File: config.mk
export PLATFORM = sky130hd
export DESIGN_NAME = alu_md_controller_flat
export DESIGN_NICKNAME = d
export VERILOG_FILES = /design/src/rtl/alu_md_pkg.sv /design/src/rtl/alu_md_controller_if.sv /design/src/rtl/md_iter_unit.sv /design/src/rtl/alu_md_controller.sv /design/src/flat_wrapper.sv
export SDC_FILE = /design/constraint.sdc
export NUM_CORES = 1
export LEC_CHECK = 0
export CORE_MARGIN = 2
export CORE_UTILIZATION = 55
export CTS_CLUSTER_SIZE = 40
export DETAILED_ROUTE_END_ITERATION = 12
export PLACE_DENSITY = 0.86
export SETUP_SLACK_MARGIN = 0.15
export SYNTH_ARGS = -nofsm -noshare
export SYNTH_HDL_FRONTEND = slang
export SYNTH_SLANG_ARGS = --single-unit
File: constraint.sdc
create_clock -name clk -period 4.55 [get_ports clk]
set_input_delay 0.455 -clock clk [delete_from_list [all_inputs] [get_ports clk]]
set_output_delay 0.455 -clock clk [all_outputs]
set_load 0.005 [all_outputs]
File: src/rtl/alu_md_pkg.sv
`default_nettype none
// ============================================================================
// alu_md_pkg : ALU operation codes, M-extension function map, FSM states
// Rev 1.0    : initial release
// ============================================================================
package alu_md_pkg;

  typedef enum logic [4:0] {
    OP_ADD    = 5'd0,
    OP_SUB    = 5'd1,
    OP_AND    = 5'd2,
    OP_OR     = 5'd3,
    OP_XOR    = 5'd4,
    OP_SLL    = 5'd5,
    OP_SRL    = 5'd6,
    OP_SRA    = 5'd7,
    OP_SLT    = 5'd8,
    OP_SLTU   = 5'd9,
    OP_EQ     = 5'd10,
    OP_NE     = 5'd11,
    OP_LT     = 5'd12,
    OP_GE     = 5'd13,
    OP_LTU    = 5'd14,
    OP_GEU    = 5'd15,
    OP_PASS_B = 5'd16,
    OP_MD     = 5'd17
  } alu_op_e;

  typedef enum logic [2:0] {
    MD_MUL    = 3'b000,
    MD_MULH   = 3'b001,
    MD_MULHSU = 3'b010,
    MD_MULHU  = 3'b011,
    MD_DIV    = 3'b100,
    MD_DIVU   = 3'b101,
    MD_REM    = 3'b110,
    MD_REMU   = 3'b111
  } md_fn_e;

  localparam logic [6:0] FUNCT7_MULDIV = 7'b0000001;
  localparam logic [6:0] FUNCT7_ALT    = 7'b0100000;

  localparam logic [1:0] ALUOP_MEM    = 2'b00;
  localparam logic [1:0] ALUOP_BRANCH = 2'b01;
  localparam logic [1:0] ALUOP_ARITH  = 2'b10;
  localparam logic [1:0] ALUOP_UPPER  = 2'b11;

  typedef enum logic [1:0] {
    ST_IDLE = 2'd0,
    ST_BUSY = 2'd1,
    ST_DONE = 2'd2
  } state_e;

endpackage
`default_nettype wire

File: src/rtl/alu_md_controller_if.sv
`default_nettype none
// ============================================================================
// alu_md_controller_if : EX-stage decode / mul-div bus between pipeline and controller
// Rev 1.0              : initial release
// ============================================================================
interface alu_md_controller_if #(
  parameter int XLEN = 32,
  parameter int OP_W = 5
);
  logic            valid_in;
  logic [1:0]      ALUOp;
  logic            IsRType;
  logic [6:0]      Funct7;
  logic [2:0]      Funct3;
  logic [XLEN-1:0] SrcA;
  logic [XLEN-1:0] SrcB;
  logic            flush;
  logic [OP_W-1:0] Operation;
  logic            stall;
  logic            md_done;
  logic            md_sel;
  logic [XLEN-1:0] md_result;

  modport master (
    output valid_in, ALUOp, IsRType, Funct7, Funct3, SrcA, SrcB, flush,
    input  Operation, stall, md_done, md_sel, md_result
  );

  modport slave (
    input  valid_in, ALUOp, IsRType, Funct7, Funct3, SrcA, SrcB, flush,
    output Operation, stall, md_done, md_sel, md_result
  );
endinterface
`default_nettype wire

File: src/rtl/md_iter_unit.sv
`default_nettype none
// ============================================================================
// md_iter_unit : radix-2 iterative multiplier (shift-add) / restoring divider
// Rev 1.0      : initial release
// ============================================================================
module md_iter_unit
  import alu_md_pkg::*;
#(
  parameter int XLEN = 32
) (
  input  logic            clk,
  input  logic            reset,
  input  logic            start_i,
  input  logic            abort_i,
  input  md_fn_e          fn_i,
  input  logic [XLEN-1:0] a_i,
  input  logic [XLEN-1:0] b_i,
  output logic            last_o,
  output logic [XLEN-1:0] result_o
);

  localparam int CNT_W = $clog2(XLEN + 1);

  md_fn_e           fn_q;
  logic [XLEN-1:0]  acc_q, acc_d;
  logic [XLEN-1:0]  lo_q, lo_d;
  logic [XLEN-1:0]  opb_q;
  logic             neg_quo_q, neg_rem_q;
  logic [CNT_W-1:0] count_q;

  logic             a_signed, b_signed, neg_a, neg_b;
  logic [XLEN-1:0]  mag_a, mag_b;

  always_comb begin
    a_signed = fn_i inside {MD_MULH, MD_MULHSU, MD_DIV, MD_REM};
    b_signed = fn_i inside {MD_MULH, MD_DIV, MD_REM};
    neg_a    = a_signed & a_i[XLEN-1];
    neg_b    = b_signed & b_i[XLEN-1];
    mag_a    = neg_a ? -a_i : a_i;
    mag_b    = neg_b ? -b_i : b_i;
  end

  logic [XLEN:0]     mul_sum;
  logic [XLEN:0]     shifted;
  logic [2*XLEN-1:0] prod, prod_fix;
  logic [XLEN-1:0]   quo_fix, rem_fix;

  // lo_q holds the multiplier (mul) or the dividend being shifted out (div);
  // acc_q is the product high half or the partial remainder.
  always_comb begin
    mul_sum = {1'b0, acc_q} + (lo_q[0] ? {1'b0, opb_q} : '0);
    shifted = {acc_q, lo_q[XLEN-1]};
    if (fn_q[2]) begin
      if (shifted >= {1'b0, opb_q}) begin
        acc_d = shifted[XLEN-1:0] - opb_q;
        lo_d  = {lo_q[XLEN-2:0], 1'b1};
      end else begin
        acc_d = shifted[XLEN-1:0];
        lo_d  = {lo_q[XLEN-2:0], 1'b0};
      end
    end else begin
      acc_d = mul_sum[XLEN:1];
      lo_d  = {mul_sum[0], lo_q[XLEN-1:1]};
    end
    prod     = {acc_d, lo_d};
    prod_fix = neg_quo_q ? -prod : prod;
    quo_fix  = neg_quo_q ? -lo_d : lo_d;
    rem_fix  = neg_rem_q ? -acc_d : acc_d;
    result_o = prod_fix[XLEN-1:0];
    case (fn_q)
      MD_MUL:                        result_o = prod_fix[XLEN-1:0];
      MD_MULH, MD_MULHSU, MD_MULHU:  result_o = prod_fix[2*XLEN-1:XLEN];
      MD_DIV, MD_DIVU:               result_o = quo_fix;
      default:                       result_o = rem_fix;
    endcase
  end

  always_ff @(posedge clk or posedge reset) begin
    if (reset) begin
      fn_q      <= MD_MUL;
      acc_q     <= '0;
      lo_q      <= '0;
      opb_q     <= '0;
      neg_quo_q <= 1'b0;
      neg_rem_q <= 1'b0;
      count_q   <= '0;
    end else if (start_i) begin
      fn_q      <= fn_i;
      acc_q     <= '0;
      lo_q      <= mag_a;
      opb_q     <= mag_b;
      neg_quo_q <= neg_a ^ neg_b;
      neg_rem_q <= neg_a;
      count_q   <= CNT_W'(XLEN);
    end else if (abort_i) begin
      count_q   <= '0;
    end else if (count_q != '0) begin
      acc_q     <= acc_d;
      lo_q      <= lo_d;
      count_q   <= count_q - CNT_W'(1);
    end
  end

  assign last_o = (count_q == CNT_W'(1));

endmodule
`default_nettype wire

File: src/rtl/alu_md_controller.sv
`default_nettype none
// ============================================================================
// alu_md_controller : ALU op decoder plus mul/div sequencer for the EX stage
// Rev 1.0           : initial release
// ============================================================================
module alu_md_controller
  import alu_md_pkg::*;
#(
  parameter int XLEN = 32,
  parameter int OP_W = 5
) (
  input logic               clk,
  input logic               reset,
  alu_md_controller_if.slave bus
);

  localparam logic [XLEN-1:0] XMIN = {1'b1, {(XLEN-1){1'b0}}};

  alu_op_e op;

  always_comb begin
    op = OP_ADD;
    case (bus.ALUOp)
      ALUOP_MEM:    op = OP_ADD;
      ALUOP_BRANCH: begin
        case (bus.Funct3)
          3'b000:  op = OP_EQ;
          3'b001:  op = OP_NE;
          3'b100:  op = OP_LT;
          3'b101:  op = OP_GE;
          3'b110:  op = OP_LTU;
          3'b111:  op = OP_GEU;
          default: op = OP_ADD;
        endcase
      end
      ALUOP_UPPER:  op = OP_PASS_B;
      ALUOP_ARITH: begin
        if (bus.IsRType && bus.Funct7 == FUNCT7_MULDIV) begin
          op = OP_MD;
        end else begin
          case (bus.Funct3)
            3'b000:  op = (bus.IsRType && bus.Funct7 == FUNCT7_ALT) ? OP_SUB : OP_ADD;
            3'b001:  op = OP_SLL;
            3'b010:  op = OP_SLT;
            3'b011:  op = OP_SLTU;
            3'b100:  op = OP_XOR;
            3'b101:  op = bus.Funct7[5] ? OP_SRA : OP_SRL;
            3'b110:  op = OP_OR;
            default: op = OP_AND;
          endcase
        end
      end
      default:      op = OP_ADD;
    endcase
  end

  assign bus.Operation = OP_W'(op);

  state_e          state_q;
  logic            md_done_q;
  logic [XLEN-1:0] md_result_q;

  md_fn_e          fn;
  logic            accept, div_zero, div_ovf, fast;
  logic [XLEN-1:0] fast_res;
  logic            unit_last;
  logic [XLEN-1:0] unit_res;

  // Divide-by-zero and MIN/-1 resolve without iterating; Funct3[1] picks remainder.
  always_comb begin
    fn       = md_fn_e'(bus.Funct3);
    accept   = (state_q == ST_IDLE) && bus.valid_in && (op == OP_MD) && !bus.flush;
    div_zero = bus.Funct3[2] && (bus.SrcB == '0);
    div_ovf  = (fn == MD_DIV || fn == MD_REM) && (bus.SrcA == XMIN) && (bus.SrcB == '1);
    fast     = div_zero || div_ovf;
    if (div_zero) begin
      fast_res = bus.Funct3[1] ? bus.SrcA : '1;
    end else begin
      fast_res = bus.Funct3[1] ? '0 : XMIN;
    end
  end

  md_iter_unit #(
    .XLEN (XLEN)
  ) u_md_iter_unit (
    .clk      (clk),
    .reset    (reset),
    .start_i  (accept && !fast),
    .abort_i  ((state_q == ST_BUSY) && bus.flush),
    .fn_i     (fn),
    .a_i      (bus.SrcA),
    .b_i      (bus.SrcB),
    .last_o   (unit_last),
    .result_o (unit_res)
  );

  always_ff @(posedge clk or posedge reset) begin
    if (reset) begin
      state_q     <= ST_IDLE;
      md_done_q   <= 1'b0;
      md_result_q <= '0;
    end else begin
      case (state_q)
        ST_IDLE: begin
          if (accept) begin
            if (fast) begin
              state_q     <= ST_DONE;
              md_done_q   <= 1'b1;
              md_result_q <= fast_res;
            end else begin
              state_q     <= ST_BUSY;
            end
          end
        end
        ST_BUSY: begin
          if (bus.flush) begin
            state_q     <= ST_IDLE;
          end else if (unit_last) begin
            state_q     <= ST_DONE;
            md_done_q   <= 1'b1;
            md_result_q <= unit_res;
          end
        end
        default: begin
          state_q   <= ST_IDLE;
          md_done_q <= 1'b0;
        end
      endcase
    end
  end

  // Stall is combinational so the accepting cycle already freezes the front end.
  assign bus.stall     = !reset && (accept || state_q == ST_BUSY);
  assign bus.md_done   = md_done_q && !bus.flush;
  assign bus.md_sel    = md_done_q && !bus.flush;
  assign bus.md_result = md_result_q;

endmodule
`default_nettype wire

File: src/flat_wrapper.sv
// flat-port wrapper written by rule: the top's interface ports become plain ports
module alu_md_controller_flat import alu_md_pkg::*;
#(
  parameter int XLEN = 32,
  parameter int OP_W = 5
)
  (clk, reset, bus_valid_in, bus_ALUOp, bus_IsRType, bus_Funct7, bus_Funct3, bus_SrcA, bus_SrcB, bus_flush, bus_Operation, bus_stall, bus_md_done, bus_md_sel, bus_md_result);
  alu_md_controller_if #(.XLEN(XLEN), .OP_W(OP_W)) bus_i ();
  input logic clk;
  input logic reset;
  input wire logic [$bits(bus_i.valid_in)-1:0] bus_valid_in;
  input wire logic [$bits(bus_i.ALUOp)-1:0] bus_ALUOp;
  input wire logic [$bits(bus_i.IsRType)-1:0] bus_IsRType;
  input wire logic [$bits(bus_i.Funct7)-1:0] bus_Funct7;
  input wire logic [$bits(bus_i.Funct3)-1:0] bus_Funct3;
  input wire logic [$bits(bus_i.SrcA)-1:0] bus_SrcA;
  input wire logic [$bits(bus_i.SrcB)-1:0] bus_SrcB;
  input wire logic [$bits(bus_i.flush)-1:0] bus_flush;
  output wire logic [$bits(bus_i.Operation)-1:0] bus_Operation;
  output wire logic [$bits(bus_i.stall)-1:0] bus_stall;
  output wire logic [$bits(bus_i.md_done)-1:0] bus_md_done;
  output wire logic [$bits(bus_i.md_sel)-1:0] bus_md_sel;
  output wire logic [$bits(bus_i.md_result)-1:0] bus_md_result;
  assign bus_i.valid_in = bus_valid_in;
  assign bus_i.ALUOp = bus_ALUOp;
  assign bus_i.IsRType = bus_IsRType;
  assign bus_i.Funct7 = bus_Funct7;
  assign bus_i.Funct3 = bus_Funct3;
  assign bus_i.SrcA = bus_SrcA;
  assign bus_i.SrcB = bus_SrcB;
  assign bus_i.flush = bus_flush;
  assign bus_Operation = bus_i.Operation;
  assign bus_stall = bus_i.stall;
  assign bus_md_done = bus_i.md_done;
  assign bus_md_sel = bus_i.md_sel;
  assign bus_md_result = bus_i.md_result;
  alu_md_controller #(.XLEN(XLEN), .OP_W(OP_W)) u_core (.clk(clk), .reset(reset), .bus(bus_i));
endmodule
==> results.py, run 1 <==
metrics = {
    "sta": {
        "period_share": 1.004,
        "maxSlewViolCount": 0,
        "clock.fmax_mhz": 218.9,
        "worstMarginPinSlew_ns": 1.403,
        "hold_viol": 0,
        "rsz0062_at_grt": "true",
        "setup_tns_ns": -0.01928,
        "setup_violations": 1,
        "timing.final.ws_setup_ns": -0.01928,
        "clock_skew_ns": 0.009409,
        "relSlewSlack": 0.06450,
        "period_needed_ns": 4.569,
    },
    "outcome": {
        "violations": "setup timing",
        "outcome": "finished, violations left",
    },
    "floorplan": {
        "start_util": 0.5617,
        "die_area_um2": 29890,
        "die_x_um": 172.9,
        "io_pins": 121,
        "core_area_um2": 27930,
        "core.rowCount": 61,
        "die_h_um": 172.9,
    },
    "drt": {
        "drcViolationCount": 0,
        "wl_um": 71470,
        "ant_nets": 0,
        "drtIter0Drc": 2959,
        "avgRoutedWirePerCell_um": 24.99,
        "via_count": 19610,
        "dr.pass1.iters": 8,
        "via_per_inst": 6.856,
    },
    "cells_and_area": {
        "layout.nets": 2622,
        "stdcell_area_um2": 21410,
        "drive_above_1_share": 0.2426,
        "seq_area_um2": 3565,
        "fillCellCount": 2070,
        "finish.utilization": 0.7663,
        "area_growth_pct": 36.44,
        "multiInputGateArea_um2": 12720,
    },
    "clock_network": {
        "ctsRootBufferMaster": "clkbuf_16",
        "cts-htree-levels": 4,
        "numCtsBuffers": 17,
        "clk_pin_slew_ns": 0.07,
        "cts_sinks": 142,
        "clk_latency_ns": 0.47,
        "cts_tree": "built",
        "clk_path_buf_depth": 2,
        "cts_hold_buf": 0,
    },
    "yosys": {
        "synthAdderAreaFrac": 0.05917,
        "synth_top_family_by_area": "compound AO/OA/AOI/OAI gates",
        "yosys.area_share.simple": 0.2296,
        "yosys-top-cells-area": "dfrtp_1 23%, o21ai_0 8.8%, nand2_1 7.4%",
        "synth_top_area_cell": "dfrtp_1",
        "ys_seq_elements": 142,
        "synth_fp_nets": 2292,
        "yosysUniqueCellTypes": 93,
        "synth_flop_cell": "dfrtp_1",
        "synth_edf_count": 0,
        "yosys_warnings": 0,
        "syn_area_um2": 15690,
        "synth-xor-area-share": 0.1049,
        "synth_cells": 2138,
        "synth.mux.area_fraction": 0.02911,
        "seq_area_frac_synth": 0.2265,
        "postSynthAreaPerCell_um2": 7.339,
        "synth-compound-area-share": 0.2952,
        "async_flop_share": 1.000,
        "synth_top_area_frac": 0.2265,
    },
    "critical_path": {
        "crit_type": "reg2reg",
        "worstPathRequired_ns": 4.88,
        "cp_max_fo": 5,
        "cp.arrival_ns": 4.90,
        "cp-end-kind": "flip-flop",
        "setup.worst_path.start_class": "flip-flop",
    },
    "grt": {
        "grt_pass1_wl_um": 104300,
        "overflow": 0,
        "grt_pass1_vias": 18210,
        "antenna_found_initial": 2,
        "grt_max_degree": 99,
        "grt_use_total": 0.4444,
    },
    "power": {
        "p_leak_uw": 0.009054,
        "peakVddDrop_uv": 395.0,
        "power.density_nw_per_um2": 614.6,
    },
    "placement": {
        "place_congestion": 1.062,
        "io_buffers": 120,
        "pre_cts_ws_ns": -0.3047,
        "hpwl_um": 51770,
        "placed_cell_area_um2": 18930,
    },
    "flow_run": {
        "maxCapViolations": 0,
    },
    "hold_path": {
        "hp-class": "reg2reg",
    },
}
-- final timing paths --
kind	start	to	slack, ns	depth (start not counted)
max	u_core.u_md_iter_unit.acc_q[11]	u_core.bus.md_result[30]	-0.02	19
min	u_core.bus.md_result[7]	u_core.bus.md_result[7]	0.50	1
max reg2reg	u_core.u_md_iter_unit.acc_q[11]	u_core.bus.md_result[30]	-0.02	19
min reg2reg	u_core.bus.md_result[7]	u_core.bus.md_result[7]	0.50	1
max in group asynchronous	reset	u_core.bus.md_result[25]	2.92	3
min in group asynchronous	reset	u_core.u_md_iter_unit.fn_q[0]	0.64	2
-- cell usage after synthesis (44+ instances only) --
| cell | count |
|---|---|
| a21oi_1 | 127 |
| ha_1 | 71 |
| o31ai_1 | 47 |
| o21ai_0 | 276 |
| inv_1 | 77 |
| clkbuf_1 | 99 |
| dfrtp_1 | 142 |
| nand2_1 | 308 |
| and2_1 | 44 |
| xor2_1 | 68 |
| nor3_1 | 55 |
| xnor2_1 | 120 |
| nor2_1 | 152 |
-- flip-flops by register name, indices dropped and copies added (netlist names), 2 cells and up --
| register | count |
|---|---|
| u_core.bus.md_result | 32 |
| u_core.state_q | 2 |
| u_core.u_md_iter_unit.opb_q | 32 |
| u_core.u_md_iter_unit.fn_q | 3 |
| u_core.u_md_iter_unit.acc_q | 32 |
| u_core.u_md_iter_unit.lo_q | 32 |
| u_core.u_md_iter_unit.count_q | 6 |
-- cell usage in the layout, fill, tap and decap left out, drive strengths merged, types with 10 or more instances in the layout --
| cell type | n |
|---|---|
| buf | 324 |
| or3 | 28 |
| a21o | 24 |
| clkbuf | 22 |
| nand2b | 15 |
| o21ai | 296 |
| inv | 77 |
| nand4 | 32 |
| nand3 | 36 |
| nand2 | 309 |
| nor4 | 14 |
| mux2i | 40 |
| o22ai | 13 |
| o31ai | 51 |
| o41ai | 10 |
| clkdlybuf4s50 | 120 |
| o21a | 15 |
| or4 | 10 |
| a211oi | 22 |
| ha | 71 |
| xor2 | 68 |
| dfrtp | 142 |
| xnor2 | 120 |
| o211ai | 27 |
| a31oi | 31 |
| nor2 | 154 |
| a21oi | 130 |
| and2 | 44 |
| nor3 | 57 |
| a221oi | 19 |
| nor2b | 11 |
-- routing by layer --
layer  wire, µm  up-vias  global-route usage
met5         27        -                   0
met4       4962        4              0.2327
met3       9235      399              0.1121
met2      30420     1592              0.6630
met1      26820     9182              0.5933
li1           -     8431                   -
-- kinds of logic (layout without fill, tap and decap cells) --
| group | count (synthesis) | in the layout |
|---|---|---|
| AND/OR/NAND/NOR | 755 | 755 |
| AO/OA/AOI/OAI | 724 | 724 |
| buffers and inverters | 211 | 554 |
| XOR/XNOR | 188 | 188 |
| flip-flops | 142 | 142 |
| adder cells (fa/ha/maj) | 73 | 73 |
| multiplexers | 45 | 45 |
| other | 0 | 1 |
-- where the power goes --
group	internal [µW]	switching, µW
combinational	4270	5420
sequential	1570	434
clock	820	638
total	6660	6490
-- layout make-up --
cell class / count / area share
multi-input combinational: 1785 / 0.5941
timing repair buffer: 445 / 0.1769
sequential: 142 / 0.1665
tap: 378 / 0.02209
clock buffer: 22 / 0.02122
inverter: 77 / 0.01374
clock inverter: 10 / 0.005377
antenna: 1 / 0.0001169
-- critical path, cell delays in order, from the launching register on --
cell and delay [ns]:
dfrtp_1 0.41, ha_1 0.42, a21oi_2 0.21, o21a_1 0.19, o2bb2ai_2 0.12, o31ai_4 0.31, buf_4 0.17, a31o_4 0.20
ha_4 0.15, nor4b_4 0.25, o21ai_2 0.13, nor3_2 0.13, nand3_1 0.12, or3_4 0.36, or2_4 0.30, buf_8 0.16
o41ai_4 0.34, xor2_1 0.12, a221oi_2 0.24, nor3_1 0.08
-- through the flow --
step / instances / hold WS (ns) / total power, µW
after floorplan: 2138 / 0.4480 / 6581
after global placement: 2770 / 0.4788 / 9725
after detailed placement: 2770 / 0.4809 / 9847
final: 2860 / 0.4952 / 13160
after global routing: 2859 / 0.5041 / 13730
after CTS: 2815 / 0.4951 / 11500
-- what timing repair did --
| item | 4_1_cts | 5_1_grt |
|---|---|---|
| resized for setup | 42 | 242 |
| pin swaps | 17 | 84 |
| buffers inserted | 13 | 44 |
| setup endpoints to repair | 27 | 30 |
| hold endpoints to repair | 0 | 0 |
Power figures use the tool's default switching activity.
==> run 2: changes to the inputs <==
--- a/config.mk
+++ b/config.mk
@@ -5,6 +5,7 @@
 export SDC_FILE = /design/constraint.sdc
 export NUM_CORES = 1
 export LEC_CHECK = 0
+export CORE_ASPECT_RATIO = 1.4
 export CORE_MARGIN = 2
 export CORE_UTILIZATION = 55
 export CTS_CLUSTER_SIZE = 40
==> run 2 against run 1 <==
The run still ends with setup timing left. First-iteration DRC count decreased by 21%. Count of clock-buffer cells in the layout shrank 5. Critical path depth unchanged. Global-route usage is 2.3 points higher. Cell area increased by 3.9%. Largest power group unchanged.
==> results.py, run 2 (synthesized netlist as in run 1, its figures left out) <==
metrics = {
    "sta": {
        "timing.final.ws_setup_ns": -0.1020,
        "period_share": 1.022,
        "setup_tns_ns": -0.3138,
        "rsz0062_at_grt": "true",
        "clock.fmax_mhz": 215.0,
        "hold_viol": 0,
        "worstMarginPinSlew_ns": 1.123,
        "period_needed_ns": 4.652,
        "maxSlewViolCount": 0,
        "setup_violations": 5,
        "relSlewSlack": 0.2496,
        "clock_skew_ns": 0.009160,
    },
    "drt": {
        "ant_nets": 0,
        "via_count": 19740,
        "drtIter0Drc": 2346,
        "via_per_inst": 6.611,
        "drcViolationCount": 0,
        "dr.pass1.iters": 8,
        "wl_um": 73210,
        "avgRoutedWirePerCell_um": 24.52,
    },
    "grt": {
        "grt_pass1_vias": 19220,
        "antenna_found_initial": 1,
        "grt_use_total": 0.4672,
        "grt_max_degree": 77,
        "overflow": 0,
        "grt_pass1_wl_um": 107900,
    },
    "placement": {
        "placed_cell_area_um2": 19630,
        "dp.cells": 2858,
        "pre_cts_ws_ns": -0.7133,
        "place_congestion": 1.101,
        "hpwl_um": 53900,
        "io_buffers": 120,
    },
    "outcome": {
        "outcome": "finished, violations left",
        "violations": "setup timing",
    },
    "clock_network": {
        "cts_tree": "built",
        "clk_path_buf_depth": 2,
        "clk_latency_ns": 0.47,
        "numCtsBuffers": 17,
        "clk_pin_slew_ns": 0.07,
        "cts-htree-levels": 4,
        "ctsRootBufferMaster": "clkbuf_16",
        "cts_sinks": 142,
    },
    "power": {
        "p_int_uw": 6874,
        "sequentialPowerShare": 0.147,
        "power.density_nw_per_um2": 603.7,
        "peakVddDrop_uv": 377.0,
        "switching_share": 0.4879,
        "clkPwrFrac": 0.111,
        "p_leak_uw": 0.009602,
        "power_switching_uw": 6549,
        "p_comb_frac": 0.742,
        "total_power_uw": 13420,
    },
    "floorplan": {
        "io_pins": 121,
        "start_util": 0.5559,
        "core.rowCount": 73,
        "core_area_um2": 28220,
        "die_area_um2": 29910,
        "die_x_um": 146.7,
        "die_h_um": 203.8,
    },
    "cells_and_area": {
        "layout.nets": 2752,
        "stdcell_area_um2": 22240,
        "area_growth_pct": 41.71,
        "diodes": 0,
        "layout_common_cells": "434 x buf_4, 302 x nand2_1, 247 x o21ai_0",
        "drive_above_1_share": 0.2742,
        "layout_commonest_cell": "buf_4",
        "final_cells": 2986,
    },
    "critical_path": {
        "crit_type": "reg2reg",
        "cp-end-kind": "flip-flop",
        "cp_top_family": "compound AO/OA/AOI/OAI gates",
        "slowest_stage": "a222oi_1",
        "crit_chain": "ha_4 -> buf_4 -> a21oi_4 -> a2111oi_4 -> o31ai_4 -> buf_6 -> a31o_4 -> ha_4 -> nor4b_4 -> o21ai_4 -> nor3_4 -> nand3_2 -> or3_4 -> or2_4 -> buf_6 -> o21ai_2 -> xnor2_1 -> a222oi_1 -> o211ai_1",
        "worstPathRequired_ns": 4.87,
        "setup.worst_path.start_class": "flip-flop",
        "cp.arrival_ns": 4.98,
        "critPathBufInv": 3,
        "slowest_delay_ns": 0.52,
        "cp_max_fo": 7,
    },
    "hold_path": {
        "hp-class": "reg2reg",
    },
    "flow_run": {
        "maxCapViolations": 0,
    },
}
==> run 2: power by group through the flow <==
stage / clock network, µW / logic [µW] / registers [µW]
CTS: 1490 / 8770 / 1940
global placement: 0 / 8270 / 1910
finish: 1500 / 9960 / 1970
global route: 1530 / 10500 / 1990
floorplan: 0 / 4730 / 1850
detailed placement: 0 / 8330 / 1920
==> run 2: routing by layer <==
layer | up-vias | share of wire | routed length, µm | track usage
met5 | - | 0 | 0 | 0
met4 | 0 | 0.11 | 8234 | 0.3988
met3 | 487 | 0.092 | 6734 | 0.09308
met2 | 1334 | 0.46 | 33840 | 0.7919
met1 | 9250 | 0.33 | 24410 | 0.4979
li1 | 8668 | - | - | -
==> run 2: layout make-up <==
type                    instances  area [µm²]
repair buffers                574        4776
clock inverters                15       171.4
flip-flops and latches        142        3565
multi-input cells            1786       12530
well taps                     375       469.2
fillers                      2035        5988
inverters                      77       294.0
clock buffers                  17       425.4
==> run 2: final timing paths <==
path,to,depth (start not counted),start,slack [ns]
setup reg to reg,u_core.bus.md_result[4],19,u_core.u_md_iter_unit.acc_q[3],-0.10
max in group asynchronous,u_core.bus.md_result[26],3,reset,3.11
min in group asynchronous,u_core.u_md_iter_unit.opb_q[0],2,reset,0.51
hold / removal,u_core.bus.md_result[1],1,u_core.bus.md_result[1],0.49
hold reg to reg,u_core.bus.md_result[1],1,u_core.bus.md_result[1],0.49
setup / recovery,u_core.bus.md_result[4],19,u_core.u_md_iter_unit.acc_q[3],-0.10
==> run 2: what timing repair did <==
| action | 4_1_cts | 5_1_grt |
|---|---|---|
| setup buffers | 57 | 37 |
| cloned | 0 | 2 |
| endpoints found under the setup margin | 28 | 28 |
| pin swaps | 22 | 75 |
| hold buffers | 0 | 0 |
| gates resized for setup | 93 | 160 |
==> run 2: through the flow <==
stage | utilization | hold slack (ns)
after detailed placement | 0.6955 | 0.4822
after global placement | 0.6955 | 0.4728
after floorplan | - | 0.4480
after CTS | 0.7514 | 0.4993
final | 0.7878 | 0.4945
after global routing | 0.7878 | 0.5155
==> run 2: worst register-to-register path, stage by stage, from the launching register on <==
cell	delay, ns
dfrtp_1	0.44
ha_4	0.28
buf_4	0.14
a21oi_4	0.29
a2111oi_4	0.16
o31ai_4	0.29
buf_6	0.16
a31o_4	0.17
ha_4	0.12
nor4b_4	0.23
o21ai_4	0.14
nor3_4	0.30
nand3_2	0.12
or3_4	0.34
or2_4	0.30
buf_6	0.14
o21ai_2	0.12
xnor2_1	0.09
a222oi_1	0.52
o211ai_1	0.17
